`src/rtl/dec.sv`:
```
// Level-crossing lamp controller.
// A 4-word parameter RAM holds timing sets {PRE, T_RY, T_R, T_Y}. On a train
// request in GREEN the set selected by DIVSEL is latched, and the lamps run
// YELLOW -> RED -> RED_YELLOW -> GREEN. Each phase lasts N*PRE clocks. RED is
// held while the train request stays high.
// Ports:
//   clk, clrn                 clock, synchronous active-low reset
//   ctl_wr/rd/addr/wrdata     register port (0 = CTRL.EN, 1 = DIVSEL.SEL)
//   ctl_rddata                combinational read data, 0 when ctl_rd=0
//   ram_wr/addr/wrdata        parameter RAM write port
//   train                     train-present request
//   red, yellow, green        registered lamp outputs
module dec (
    input  logic        clk,
    input  logic        clrn,
    input  logic        ctl_wr,
    input  logic        ctl_rd,
    input  logic        ctl_addr,
    input  logic [31:0] ctl_wrdata,
    output logic [31:0] ctl_rddata,
    input  logic        ram_wr,
    input  logic [1:0]  ram_addr,
    input  logic [31:0] ram_wrdata,
    input  logic        train,
    output logic        red,
    output logic        yellow,
    output logic        green
);

    localparam int unsigned DW    = 32;
    localparam int unsigned DEPTH = 4;
    localparam int unsigned CW    = 8;
    localparam int unsigned SW    = 2;

    typedef struct packed {
        logic [CW-1:0] pre;
        logic [CW-1:0] t_ry;
        logic [CW-1:0] t_r;
        logic [CW-1:0] t_y;
    } param_t;

    typedef enum logic [2:0] {
        S_OFF,
        S_GREEN,
        S_YELLOW,
        S_RED,
        S_RED_YELLOW
    } state_t;

    logic          en_q, en_d;
    logic [SW-1:0] sel_q, sel_d;
    logic [DW-1:0] ram_q [DEPTH];
    logic [DW-1:0] ram_d [DEPTH];
    param_t        param_q, param_d;
    logic [CW-1:0] presc_q, presc_d;
    logic [CW-1:0] cnt_q, cnt_d;
    state_t        state_q, state_d;
    logic [2:0]    lamp_q, lamp_d;

    logic [CW-1:0] pre_eff;
    logic [CW-1:0] n_eff;
    logic          tick;
    logic          last;
    logic          unused_wrdata;

    assign unused_wrdata = ^ctl_wrdata[DW-1:SW];

    // Next-state, counter and register-file update logic
    always_comb begin
        en_d    = en_q;
        sel_d   = sel_q;
        ram_d   = ram_q;
        param_d = param_q;
        presc_d = presc_q;
        cnt_d   = cnt_q;
        state_d = state_q;
        lamp_d  = lamp_q;

        // Zero durations behave as 1
        pre_eff = (param_q.pre == '0) ? CW'(1) : param_q.pre;
        case (state_q)
            S_RED:        n_eff = param_q.t_r;
            S_RED_YELLOW: n_eff = param_q.t_ry;
            default:      n_eff = param_q.t_y;
        endcase
        if (n_eff == '0) begin
            n_eff = CW'(1);
        end
        tick = (presc_q == pre_eff - CW'(1));
        last = tick && (cnt_q == n_eff - CW'(1));

        if (ctl_wr) begin
            if (ctl_addr) begin
                sel_d = ctl_wrdata[SW-1:0];
            end else begin
                en_d = ctl_wrdata[0];
            end
        end
        if (ram_wr) begin
            ram_d[ram_addr] = ram_wrdata;
        end

        if (!en_q) begin
            state_d = S_OFF;
        end else begin
            case (state_q)
                S_OFF:        state_d = S_GREEN;
                S_GREEN: begin
                    if (train) begin
                        state_d = S_YELLOW;
                        param_d = param_t'(ram_q[sel_q]);
                    end
                end
                S_YELLOW:     if (last) state_d = S_RED;
                S_RED:        if (!train && last) state_d = S_RED_YELLOW;
                S_RED_YELLOW: if (last) state_d = S_GREEN;
                default:      state_d = S_OFF;
            endcase
        end

        // Restart timing on every state entry and while a train holds RED
        if ((state_d != state_q) || (state_q == S_RED && train)) begin
            presc_d = '0;
            cnt_d   = '0;
        end else if (state_q == S_YELLOW || state_q == S_RED || state_q == S_RED_YELLOW) begin
            if (tick) begin
                presc_d = '0;
                cnt_d   = cnt_q + CW'(1);
            end else begin
                presc_d = presc_q + CW'(1);
            end
        end

        case (state_d)
            S_GREEN:      lamp_d = 3'b001;
            S_YELLOW:     lamp_d = 3'b010;
            S_RED:        lamp_d = 3'b100;
            S_RED_YELLOW: lamp_d = 3'b110;
            default:      lamp_d = 3'b000;
        endcase
    end

    // State registers with synchronous reset
    always_ff @(posedge clk) begin
        if (!clrn) begin
            en_q    <= 1'b0;
            sel_q   <= '0;
            ram_q   <= '{default: '0};
            param_q <= '0;
            presc_q <= '0;
            cnt_q   <= '0;
            state_q <= S_OFF;
            lamp_q  <= 3'b000;
        end else begin
            en_q    <= en_d;
            sel_q   <= sel_d;
            ram_q   <= ram_d;
            param_q <= param_d;
            presc_q <= presc_d;
            cnt_q   <= cnt_d;
            state_q <= state_d;
            lamp_q  <= lamp_d;
        end
    end

    // Register readback; reflects pre-write values within the write cycle
    always_comb begin
        ctl_rddata = '0;
        if (ctl_rd) begin
            if (ctl_addr) begin
                ctl_rddata = {30'b0, sel_q};
            end else begin
                ctl_rddata = {27'b0, lamp_q, 1'b0, en_q};
            end
        end
    end

    assign red    = lamp_q[2];
    assign yellow = lamp_q[1];
    assign green  = lamp_q[0];

endmodule

```
`config.mk`:
```
export PLATFORM = sky130hd
export DESIGN_NAME = dec
export DESIGN_NICKNAME = d
export VERILOG_FILES = /design/src/rtl/dec.sv
export SDC_FILE = /design/constraint.sdc
export NUM_CORES = 1
export LEC_CHECK = 0
export BUFFER_PORTS_ARGS = -buffer_cell sky130_fd_sc_hd__buf_4
export CORE_UTILIZATION = 35
export DETAILED_ROUTE_END_ITERATION = 8
export HOLD_SLACK_MARGIN = 0.05
export SETUP_SLACK_MARGIN = 0.2
export SLEW_MARGIN = 15
export SYNTH_ARGS = -nofsm -noshare
export SYNTH_HDL_FRONTEND = slang
export SYNTH_SLANG_ARGS = --single-unit
```
`constraint.sdc`:
```
create_clock -name clk -period 3.35 [get_ports clk]
set_input_delay 0 -clock clk [delete_from_list [all_inputs] [get_ports clk]]
set_output_delay 0 -clock clk [all_outputs]
set_load 0.05 [all_outputs]
```
==> run metrics <==
worst min path class in2reg; Max-Slew Margin vs Limit 0.400; CP Data Arrival Time 3.60 ns; Pre-Repair DR Iteration Count 4; Multi-input gate area 4940 um2; WS Path Type reg2reg; dpl hpwl 14.0 mm; worst vdd ir 0.300 mV; Net count, final 1219; min Tclk post-route 3.30 ns; synthesized flop and latch total 185; n_diodes 0; vias in the first global route 7007; pwr dens 434 nW/um2; pin count of the biggest net entering global routing 88; area of the die 26400 um2; DR WL/cell 15.0 um; Detailed Route WL 22.3 mm; total track usage 0.178; Yosys warning count 0; Mean Syn Cell Area 8.51 um2; CP Capture Type flop; final worst path period share 0.984; Fin. Hold Viols 0; I/O Buffers 50; Root Buffer clkbuf_16; RSZ-0062 raised after global routing true; initial DRC count 315; CTS buffer count 17; proportion of layout cells with a drive suffix above 1 0.174; FILL cells 2460; Num Clock Sinks 185; outcome completed; core area 25200 um2; Die H 162 um; GPL Wtd Cong 0.835; initial antenna violation count 0; H-tree depth 4; leakage 3.84 nW; asr flop ratio synth 0; FMAX 303 MHz; Synth area leaders dfxtp_1 41%, nand2_1 15%, a21boi_0 14%; pre-CTS setup slack -0.0824 ns; crit start category flop; clock buffer depth 2; setup tns final 0 ns; register area 3710 um2; Rows 58; via count 7388; max incr delay on CP 0.55 ns; Synth area leader dfxtp_1; TritonCTS clock tree built; Crit-path slowest cell or4_4; die width 162 um; Distinct cells, synth 60; Post-synth EDFFs 0; first-pass GRT wire length 36.8 mm; Max-Cap Viols 0; crit-path max FO 2; overall power 4.73 mW; Initial Util 0.357; DR vias/cell 4.98; sequential-to-total area share from yosys stat 0.412; clk slew on worst S/H paths 0.07 ns; Crit path top cell by count buf_4; antenna-violating nets left 0; Skew-Pair Late Insertion Delay 0.44 ns; crit-path cells or4_4, nor4_4, nor2_2, buf_4, buf_4, buf_4, buf_4, or3b_4, a2111oi_4, buf_4, and2_4, nand4_1, nor2_2, xnor2_1, nor3_1; Setup WS post-layout 0.0526 ns; drc violations 0; boundary pin count 108; area grow syn2layout 21.1%; final setup vio count 0; fin. max-slew vios 0; GRT overflow 0; synthesized instance count 1057; Required @ worst endpoint 3.66 ns; Clock Skews 0.0146 ns; Synth top area share 0.412; worst slew pin tran 0.900 ns; mapped cell area 9000 um2; Post-synth top flop dfxtp_1
[layer usage]
metal | track usage | wire [um] | vias to the layer above
li1 | - | - | 3702
met1 | 0.245 | 10700 | 3514
met2 | 0.287 | 10500 | 153
met3 | 0.0278 | 777 | 19
met4 | 0.0476 | 251 | 0
met5 | 0 | 0 | -
[timing repair]
item / 4_1_cts / 5_1_grt
hold buffers: 41 / 0
hold endpoints to repair: 134 / 0
setup endpoints to repair: 22 / 22
pin swaps: 11 / 10
resized for setup: 12 / 11
buffers inserted: 5 / 1
[per-stage QoR]
stage | cells | util | cell area (um2) | hold WS (ns)
global placement | 1406 | 0.388 | 9760 | 0.278
detailed placement | 1406 | 0.388 | 9760 | 0.280
finish | 1483 | 0.433 | 10900 | 0.117
floorplan | 1083 | - | 9110 | 0.145
CTS | 1482 | 0.431 | 10800 | 0.135
global route | 1483 | 0.433 | 10900 | 0.162
[layout make-up]
type                    instances  share of cell area
flip-flops and latches        185               0.340
multi-input cells             783               0.453
inverters                      14             0.00482
clock inverters                11              0.0129
repair buffers                141               0.110
well taps                     330              0.0379
clock buffers                  19              0.0407
[layout by cell type (no fill, tap or decap), drive strengths merged, types with 7 or more instances in the layout]
cell	Yosys	routed
clkbuf	64	19
xnor2	15	15
o221ai	7	7
inv	14	17
and2	7	7
buf	37	100
a21boi	162	162
nor2	15	15
nand3	14	14
mux4	32	32
a21oi	21	21
dfxtp	185	185
nand2	350	350
dlygate4sd3	0	41
nor3	18	18
conb	1	27
nor2b	12	12
xor2	12	12
nand4	9	9
o21ai	11	11
[path summary, 6_finish.rpt]
path               startpoint         end  slack, ns  cells after the start
setup / recovery  param_q[26]    cnt_q[7]       0.05                     15
hold / removal           clrn  state_q[1]       0.12                      3
setup reg to reg  param_q[26]    cnt_q[7]       0.05                     15
hold reg to reg     ram_q[48]   ram_q[48]       0.46                      2
[report_power, final]
| group | switching [mW] | internal, mW | total [mW] |
|---|---|---|---|
| sequential | 0.0348 | 2.25 | 2.29 |
| combinational | 0.250 | 0.170 | 0.420 |
| clock | 0.893 | 1.13 | 2.02 |
| total | 1.18 | 3.55 | 4.73 |
[critical path, delay by kind of cell, from the launching register on]
kind | cells | cell delay [ns]
and+or+nand+nor | 8 | 1.70
xor gates and xnor gates | 1 | 0.12
buffers and inverters | 5 | 0.67
DFF | 1 | 0.32
AOI/OAI and AO/OA | 1 | 0.39
[cells in the mapped netlist (6+ instances only)]
cell type and count:
nor2b_1 12, nor3_1 17, dfxtp_1 185, xor2_1 12, mux4_2 32, xnor2_1 15
nor3b_1 6, inv_1 14, o21ai_0 11, nand3_1 14, nor2_1 15, and3_1 6
and2_1 7, nand4_1 8, clkbuf_1 64, a21oi_1 21, nand2_1 350, buf_4 29
o221ai_1 7, a21boi_0 162
[registers in the layout (all words and copies together), names as in the netlist]
| register | count |
|---|---|
| cnt_q | 8 |
| en_q | 1 |
| lamp_q | 3 |
| param_q | 32 |
| presc_q | 8 |
| ram_q | 128 |
| sel_q | 2 |
| state_q | 3 |
[logic make-up after synthesis]
group / Yosys count / synth area share
buffers and inverters: 115 / 0.0617
multiplexers: 38 / 0.0870
AO/OA/AOI/OAI: 229 / 0.189
flip-flops: 185 / 0.412
XOR/XNOR: 27 / 0.0263
AND/OR/NAND/NOR: 458 / 0.218
other: 1 / 0.000417
adder cells (fa/ha/maj): 4 / 0.00556
Power figures use the tool's default switching activity.
